File: config.mk
export PLATFORM = sky130hd
export DESIGN_NAME = timer_irq_ctrl
export DESIGN_NICKNAME = d
export VERILOG_FILES = /design/src/rtl/timer_pkg.sv /design/src/rtl/timer_irq_edge.sv /design/src/rtl/timer_irq_ctrl.sv
export SDC_FILE = /design/constraint.sdc
export NUM_CORES = 1
export LEC_CHECK = 0
export ABC_AREA = 1
export BUFFER_PORTS_ARGS = -buffer_cell sky130_fd_sc_hd__buf_2
export CORE_MARGIN = 2
export CORE_UTILIZATION = 40
export CTS_CLUSTER_DIAMETER = 120
export DETAILED_ROUTE_END_ITERATION = 12
export HOLD_SLACK_MARGIN = 0.02
export PLACE_DENSITY = 0.77
export SYNTH_ARGS = -nofsm -noshare
export SYNTH_HDL_FRONTEND = slang
export SYNTH_SLANG_ARGS = --single-unit
export TNS_END_PERCENT = 5
File: constraint.sdc
create_clock -name clk -period 4.4 [get_ports clk]
set_input_delay 0.44 -clock clk [delete_from_list [all_inputs] [get_ports clk]]
set_output_delay 0.44 -clock clk [all_outputs]
set_load 0.01 [all_outputs]
File: src/rtl/timer_pkg.sv
// Shared timer constants: interrupt controller register offsets and IVR idle value.
package timer_pkg;

    localparam logic [4:0] IRQ_IPR_OFF = 5'h00;
    localparam logic [4:0] IRQ_IER_OFF = 5'h04;
    localparam logic [4:0] IRQ_ISR_OFF = 5'h08;
    localparam logic [4:0] IRQ_IFR_OFF = 5'h0C;
    localparam logic [4:0] IRQ_OVR_OFF = 5'h10;
    localparam logic [4:0] IRQ_IVR_OFF = 5'h14;

    localparam logic [31:0] IVR_NONE = 32'hFFFF_FFFF;

endpackage

File: src/rtl/timer_irq_edge.sv
// Per-bit rising-edge detector; prev resets to 0 so a source high out of reset
// is seen as an edge on the first clock.
module timer_irq_edge #(
    parameter int WIDTH = 9
) (
    input  logic             clk,
    input  logic             rst,
    input  logic [WIDTH-1:0] i_vec,
    output logic [WIDTH-1:0] o_rise
);

    logic [WIDTH-1:0] r_prev;

    always_ff @(posedge clk or posedge rst) begin
        if (rst) r_prev <= '0;
        else     r_prev <= i_vec;
    end

    assign o_rise = i_vec & ~r_prev;

endmodule

File: src/rtl/timer_irq_ctrl.sv
// Timer interrupt aggregator: sticky pending, enable, masked status, vector.
// Optional overrun tracking at 0x10 is built when TIMER_IRQ_OVERRUN_EN is defined.
module timer_irq_ctrl
    import timer_pkg::*;
#(
    parameter int CHANNELS   = 8,
    parameter int BITS_WIDTH = 32
) (
    input  logic                    clk,
    input  logic                    rst,
    input  logic [CHANNELS-1:0]     t_irq,
    input  logic                    tc_irq,
    input  logic                    wen,
    input  logic                    ren,
    input  logic [BITS_WIDTH-1:0]   addr,
    input  logic [BITS_WIDTH-1:0]   wdata,
    input  logic [BITS_WIDTH/8-1:0] strobe,
    output logic [BITS_WIDTH-1:0]   rdata,
    output logic                    error,
    output logic                    irq
);

    localparam int N = CHANNELS + 1;

    logic [N-1:0]          w_src;
    logic [N-1:0]          w_rise;
    logic [N-1:0]          r_ipr;
    logic [N-1:0]          r_ier;
    logic [N-1:0]          w_isr;
    logic [N-1:0]          w_ovr;
    logic [N-1:0]          w_wd;
    logic [N-1:0]          w_bm;
    logic [N-1:0]          w_ipr_clr;
    logic [N-1:0]          w_ipr_set;
    logic [BITS_WIDTH-1:0] w_ivr;
    logic [4:0]            w_off;
    logic                  w_valid;
    logic                  w_ro;
    logic                  w_wr;

    assign w_src = {tc_irq, t_irq};

    timer_irq_edge #(.WIDTH(N)) u_edge (
        .clk    (clk),
        .rst    (rst),
        .i_vec  (w_src),
        .o_rise (w_rise)
    );

    always_comb begin
        w_bm = '0;
        for (int i = 0; i < N; i++) w_bm[i] = strobe[i/8];
    end

    assign w_off   = addr[4:0];
    assign w_valid = (addr[1:0] == 2'b00) && (addr[4:2] < 3'd6);
    assign w_ro    = (w_off == IRQ_ISR_OFF) || (w_off == IRQ_IVR_OFF);
    assign w_wr    = wen && w_valid && !w_ro;
    assign w_wd    = wdata[N-1:0] & w_bm;

    assign w_ipr_clr = (w_wr && w_off == IRQ_IPR_OFF) ? w_wd : '0;
    assign w_ipr_set = w_rise | ((w_wr && w_off == IRQ_IFR_OFF) ? w_wd : '0);

    // set beats clear on the same bit
    always_ff @(posedge clk or posedge rst) begin
        if (rst) begin
            r_ipr <= '0;
            r_ier <= '0;
        end else begin
            r_ipr <= (r_ipr & ~w_ipr_clr) | w_ipr_set;
            if (w_wr && w_off == IRQ_IER_OFF)
                r_ier <= (r_ier & ~w_bm) | w_wd;
        end
    end

`ifdef TIMER_IRQ_OVERRUN_EN
    logic [N-1:0] r_ovr;
    logic [N-1:0] w_ovr_clr;

    assign w_ovr_clr = (w_wr && w_off == IRQ_OVR_OFF) ? w_wd : '0;

    always_ff @(posedge clk or posedge rst) begin
        if (rst) r_ovr <= '0;
        else     r_ovr <= (r_ovr & ~w_ovr_clr) | (w_rise & r_ipr & ~w_ipr_clr);
    end

    assign w_ovr = r_ovr;
`else
    assign w_ovr = '0;
`endif

    assign w_isr = r_ipr & r_ier;
    assign irq   = |w_isr;

    always_comb begin
        w_ivr = IVR_NONE;
        for (int i = N - 1; i >= 0; i--)
            if (w_isr[i]) w_ivr = BITS_WIDTH'(i);
    end

    always_comb begin
        rdata = '0;
        if (ren && !rst && w_valid) begin
            unique case (w_off)
                IRQ_IPR_OFF: rdata[N-1:0] = r_ipr;
                IRQ_IER_OFF: rdata[N-1:0] = r_ier;
                IRQ_ISR_OFF: rdata[N-1:0] = w_isr;
                IRQ_OVR_OFF: rdata[N-1:0] = w_ovr;
                IRQ_IVR_OFF: rdata        = w_ivr;
                default:     rdata        = '0;
            endcase
        end
    end

    assign error = !rst && (wen || ren) && (!w_valid || (wen && w_ro));

endmodule

### After elaboration in Yosys (flattened, before gate mapping)

Index checks and enable logic that the tools add are counted.

* bits in registers: 27
* bits of input ports: 81
* output and inout port bits: 34
* word-level logic and storage cells: 53

* $lt $le $gt $ge: 1
* eq/ne operators: 4
* mux-type cells: 14
* bitwise logic cells: 11
* reduce and logical (&&, ||, !) cells: 20

Operators by type and width (count)
* $mux W32: 10
* $and A9 B9 Y9: 5
* $pmux W9 S4: 1
* $not A9 Y9: 3
* $or A9 B9 Y9: 3
* $mux W23: 1
* $mux W9: 2
* $logic_and A1 B1 Y1: 11
* $eq A5 B4 Y1 const B: 2
* $reduce_or A9 Y1: 1
* $eq A5 B3 Y1 const B: 1
* $eq A5 B5 Y1 const B: 1
* $logic_not A5 Y1: 1
* $logic_not A1 Y1: 3
* $logic_or A1 B1 Y1: 3
* $lt A3 B3 Y1 const B: 1
* $logic_not A2 Y1: 1

### Logic depth before layout (Yosys ltp)

* depth after elaboration: 12
* mapped depth: 11

### Modules after synthesis

Synthesis repeated with hierarchy kept, for this count alone.

* cell total of the unflattened synthesis: 247
* area, all modules: 1841.8 um2

Modules (own cells, without submodules)
* timer_irq_ctrl: times used 1, cells each 219, area each 1522.7 um2
* timer_irq_edge: times used 1, cells each 28, area each 319.1 um2

### Worst setup path after synthesis

OpenSTA, ideal clock, no wires.

* path kind: input -> output
* start: input port rst
* end: output port rdata[10]
* data arrival time: 2.617 ns
* data required time: 3.960 ns
* setup slack: 1.343 ns
* cell stages on the path: 4
* cells stage by stage: inv_1 nand3b_1 nor2_1 buf_4

* longest elaborated chain between the ends: 4

RTL lines
* start, declared: line timer_irq_ctrl.sv:10 `input logic rst,`
* $logic_not A1 Y1: line timer_irq_ctrl.sv:103 `if (ren && !rst && w_valid) begin`
* $logic_and A1 B1 Y1 (2 in a row): line timer_irq_ctrl.sv:103
* $mux W32: line timer_irq_ctrl.sv:103
* end, declared: line timer_irq_ctrl.sv:18 `output logic [BITS_WIDTH-1:0] rdata,`

Every way passes these cells.

### Worst setup path after layout

* start: input port addr[3]
* end: output port rdata[12]

* longest elaborated chain between the ends: 4
* elaborated cells on any way between the ends: 6
* classes of those cells: order compare (1); eq/ne (1); mux (2); reduce/logical (2)

RTL lines
* start, declared: line timer_irq_ctrl.sv:15 `input logic [BITS_WIDTH-1:0] addr,`
* $lt A3 B3 Y1: line timer_irq_ctrl.sv:56 `assign w_valid = (addr[1:0] == 2'b00) && (addr[4:2] < 3'd6);`
* $logic_and A1 B1 Y1: line timer_irq_ctrl.sv:56
* $logic_and A1 B1 Y1: line timer_irq_ctrl.sv:103
* $mux W32 *: line timer_irq_ctrl.sv:103

Every way passes the cells marked *; elsewhere a longest branch is shown, timed or not.

==> tab_implementation.tex <==
\begin{tabular}{lr}
\hline
Metric & Value \\
\hline
\multicolumn{2}{l}{\textbf{Final layout}} \\
\quad Number of filler cells placed in the layout & 426 \\
\quad Final design instance area without fill & 1983 µm² \\
\quad Antenna diodes & 0 \\
\quad Final cell count without fillers & 309 \\
\quad Area Overhead vs Synth & 13.86\% \\
\quad Post-layout nets & 341 \\
\quad Fraction of layout cells with a size suffix above 1 & 32.43\% \\
\quad Share of the core filled with cells in the final layout & 48.53\% \\
\multicolumn{2}{l}{\textbf{Global routing}} \\
\quad Global-route wire length before repair & 6727 µm \\
\quad Largest net degree at the start of global routing & 29 \\
\quad Via count of the first global-routing pass & 1,485 \\
\quad Residual overflow from global routing & 0 \\
\quad Number of antenna violations at the first check in global routing & 0 \\
\quad All-layer global routing usage & 16.94\% \\
\multicolumn{2}{l}{\textbf{Synthesis}} \\
\quad Yosys warning total & 0 \\
\quad Synthesized instance count & 218 \\
\quad Number of enable-type register cells in the synthesized netlist & 0 \\
\quad Average instance area after synthesis & 7.989 µm² \\
\quad Synth area leader & dfrtp\_1 \\
\quad Most used DFF post-synth & dfrtp\_1 \\
\quad Fraction of registers with async set or reset after synthesis & 100.0\% \\
\quad Register bit total from synthesis & 27 \\
\quad Sequential fraction of the synthesis area & 38.79\% \\
\quad Yosys cell types & 28 \\
\quad Largest cells by area after synthesis & dfrtp\_1 (39\%), nand2\_1 (13\%), buf\_4 (9.5\%), o211ai\_1 (6.0\%), inv\_1 (5.4\%) \\
\quad Top post-synthesis cells by count & nand2\_1 (61), dfrtp\_1 (27), inv\_1 (25) \\
\quad Most common cell in the synthesized netlist & nand2\_1 \\
\quad Summed instance area of the synthesized netlist & 1742 µm² \\
\quad Post-synth top area share & 38.79\% \\
\quad Post-synthesis net count & 299 \\
\multicolumn{2}{l}{\textbf{Critical path}} \\
\quad CP cell instances & buf\_2 -> inv\_1 -> nand4\_1 -> nor3\_1 -> nand2\_1 -> nor2\_1 -> buf\_2 \\
\quad Startpoint kind of the worst setup timing path & input pin \\
\quad Path type of the worst setup path & input pin to output port \\
\quad Highest fanout seen on the critical path & 23 \\
\quad Slowest-stage cell, CP & nor2\_1 \\
\quad Register-to-register setup slack & 3.58 ns \\
\quad Worst R2R Path Depth & 1 \\
\quad Delay contributed by the slowest stage of the critical path & 0.73 ns \\
\quad Crit. End Element & output port \\
\quad Data required time of the worst path & 3.96 ns \\
\quad Capturing element of the worst setup path & rdata[12] \\
\quad Start point of the critical path & addr[3] \\
\quad Arrival time at the worst endpoint & 2.64 ns \\
\quad Most used cell, CP & buf\_2 \\
\multicolumn{2}{l}{\textbf{Placed design}} \\
\quad HPWL Detailed & 3003 µm \\
\quad Post-place instance area & 1938 µm² \\
\quad DP Cell Count & 305 \\
\quad Routability congestion estimate & 0.8637 \\
\quad Number of port buffers & 62 \\
\multicolumn{2}{l}{\textbf{STA}} \\
\quad Worst slew margin & 41.18\% \\
\quad Achievable frequency & 324.6 MHz \\
\quad Shortest period the worst path allows & 3.081 ns \\
\quad Max-slew violation count & 0 \\
\quad Unrepaired setup endpoints after global routing & false \\
\quad Final number of hold-violating endpoints & 0 \\
\quad Final worst hold slack & 0.2247 ns \\
\quad Ratio of final minimum period to clock period & 70.02\% \\
\quad Setup skew after layout & 0.001808 ns \\
\quad Actual transition at the worst max-transition pin & 0.8790 ns \\
\quad Setup total negative slack & 0 ns \\
\quad Count of final setup violators & 0 \\
\multicolumn{2}{l}{\textbf{Detailed routing}} \\
\quad Wirelength per Cell & 12.98 µm \\
\quad Final Routed Wirelength & 4010 µm \\
\quad DR vias/cell & 5.113 \\
\quad First-pass DRT Iterations & 4 \\
\quad Residual DRC count & 0 \\
\quad Antenna-violating nets left & 0 \\
\quad DR vias & 1,580 \\
\quad Starting DRC count in detailed routing & 67 \\
\multicolumn{2}{l}{\textbf{Min path}} \\
\quad Worst hold-check path type & input pin to async pin \\
\multicolumn{2}{l}{\textbf{CTS}} \\
\quad Clock Sink Count & 27 \\
\quad CTS clock-pin slew for the worst setup and hold paths & 0.09 ns \\
\quad H-tree level count & 1 \\
\quad Clock tree from TritonCTS & done \\
\quad Root buffer cell & clkbuf\_8 \\
\quad Insertion delay of the later-clocked pin in the worst-skew pair & 0.27 ns \\
\quad Number of buffers inserted by post-CTS setup repair & 0 \\
\quad CTS-repair resized insts & 0 \\
\quad Cts hold-fix bufs & 0 \\
\quad Number of buffers between clock root and the deepest sink & 2 \\
\quad TritonCTS buffer count & 3 \\
\multicolumn{2}{l}{\textbf{Floorplanning}} \\
\quad Die Span X & 69.99 µm \\
\quad Area of the die & 4898 µm² \\
\quad Standard cell core area & 4086 µm² \\
\quad I/O pin cnt & 115 \\
\quad Std-Cell Rows & 23 \\
\quad Starting Density & 42.62\% \\
\quad Die Y & 69.99 µm \\
\multicolumn{2}{l}{\textbf{Job}} \\
\quad Max-capacitance violation count & 0 \\
\multicolumn{2}{l}{\textbf{Power and ir drop}} \\
\quad Leak pwr & 1.074 nW \\
\quad Pwr Density & 238.1 nW/µm² \\
\quad Internal power & 346.2 µW \\
\quad Combinational share of power & 14.9\% \\
\quad Power share of the clock group & 30.1\% \\
\quad Sw frac & 26.68\% \\
\quad Worst-case vdd ir drop & 0.1215 mV \\
\quad Sequential group share of total power & 55.1\% \\
\quad Net Switching & 126.0 µW \\
\multicolumn{2}{l}{\textbf{Run status}} \\
\quad Result of the run & finished clean \\
\hline
\end{tabular}
## critical path, delay by kind of cell
family	cells	cell delay (ns)
simple gates	4	1.47
buf+inv	3	0.73
## how the worst min path moves through the flow
stage                           from  depth (start not counted)                to  slack (ns)
detailed placement  u_edge.r_prev[3]                          1          r_ipr[3]        0.43
CTS                              rst                          3         async pin        0.24
floorplan           u_edge.r_prev[0]                          1          r_ipr[0]        0.42
finish                           rst                          3         async pin        0.22
global route                t_irq[5]                          1  u_edge.r_prev[5]        0.26
global placement    u_edge.r_prev[4]                          1          r_ipr[4]        0.42
## logic make-up (layout without fill, tap and decap cells)
group,Yosys count,count (layout),share of synthesized area (%)
AOI/OAI and AO/OA,36,36,13.86
DFF,27,27,38.79
and+or+nand+nor,94,94,25.79
muxes,8,8,5.173
buffers and inverters,53,94,16.38
## final cells by class
cell class                 count  area [µm²]  area share [%]
sequential                    27       675.6           34.07
clock buffer                   4       45.04           2.271
inverter                      27       101.3           5.110
timing repair buffer          63       317.8           16.03
multi-input combinational    138       780.7           39.37
tap                           50       62.56           3.155
## stage by stage
step                      setup slack, ns  total power, mW
after detailed placement            1.291           0.3358
after floorplan                     1.343           0.3063
after global placement              1.362           0.3336
final                               1.319           0.4722
after global routing                1.025           0.4952
after CTS                           1.275           0.4769
## layer usage
metal | vias up | share of wire, % | wire length, µm | track usage [%]
met3 | 10 | 5.8 | 232 | 2.309
li1 | 791 | - | - | -
met1 | 718 | 44 | 1766 | 20.49
met2 | 61 | 47 | 1894 | 28.99
met4 | 0 | 2.9 | 116 | 9.188
met5 | - | 0 | 0 | 0
## cells in the final DEF, fill, tap and decap left out, types with 2 or more instances in the layout
| cell type | Yosys | routed |
|---|---|---|
| clkbuf_8 | 0 | 3 |
| dfrtp_1 | 27 | 27 |
| o211ai_1 | 14 | 14 |
| a22oi_1 | 2 | 2 |
| inv_1 | 25 | 25 |
| nand4_1 | 11 | 11 |
| buf_2 | 3 | 62 |
| nor2_1 | 5 | 5 |
| nand2_2 | 2 | 2 |
| o21a_1 | 2 | 2 |
| nand2_1 | 61 | 61 |
| o21ai_0 | 2 | 2 |
| nand3_1 | 4 | 4 |
| nor2_4 | 3 | 3 |
| nor3_1 | 3 | 3 |
| nand3_2 | 2 | 2 |
| a21oi_1 | 8 | 8 |
| a31oi_1 | 6 | 6 |
| mux2_2 | 7 | 7 |
## power by group through the flow
stage / Clock [mW] / Sequential, mW / Combinational [mW]
final: 0.142 / 0.260 / 0.0702
after global routing: 0.154 / 0.261 / 0.0799
after CTS: 0.146 / 0.260 / 0.0710
after detailed placement: 0 / 0.265 / 0.0707
after global placement: 0 / 0.264 / 0.0692
after floorplan: 0 / 0.264 / 0.0426
(Power assumes the default switching activity.)
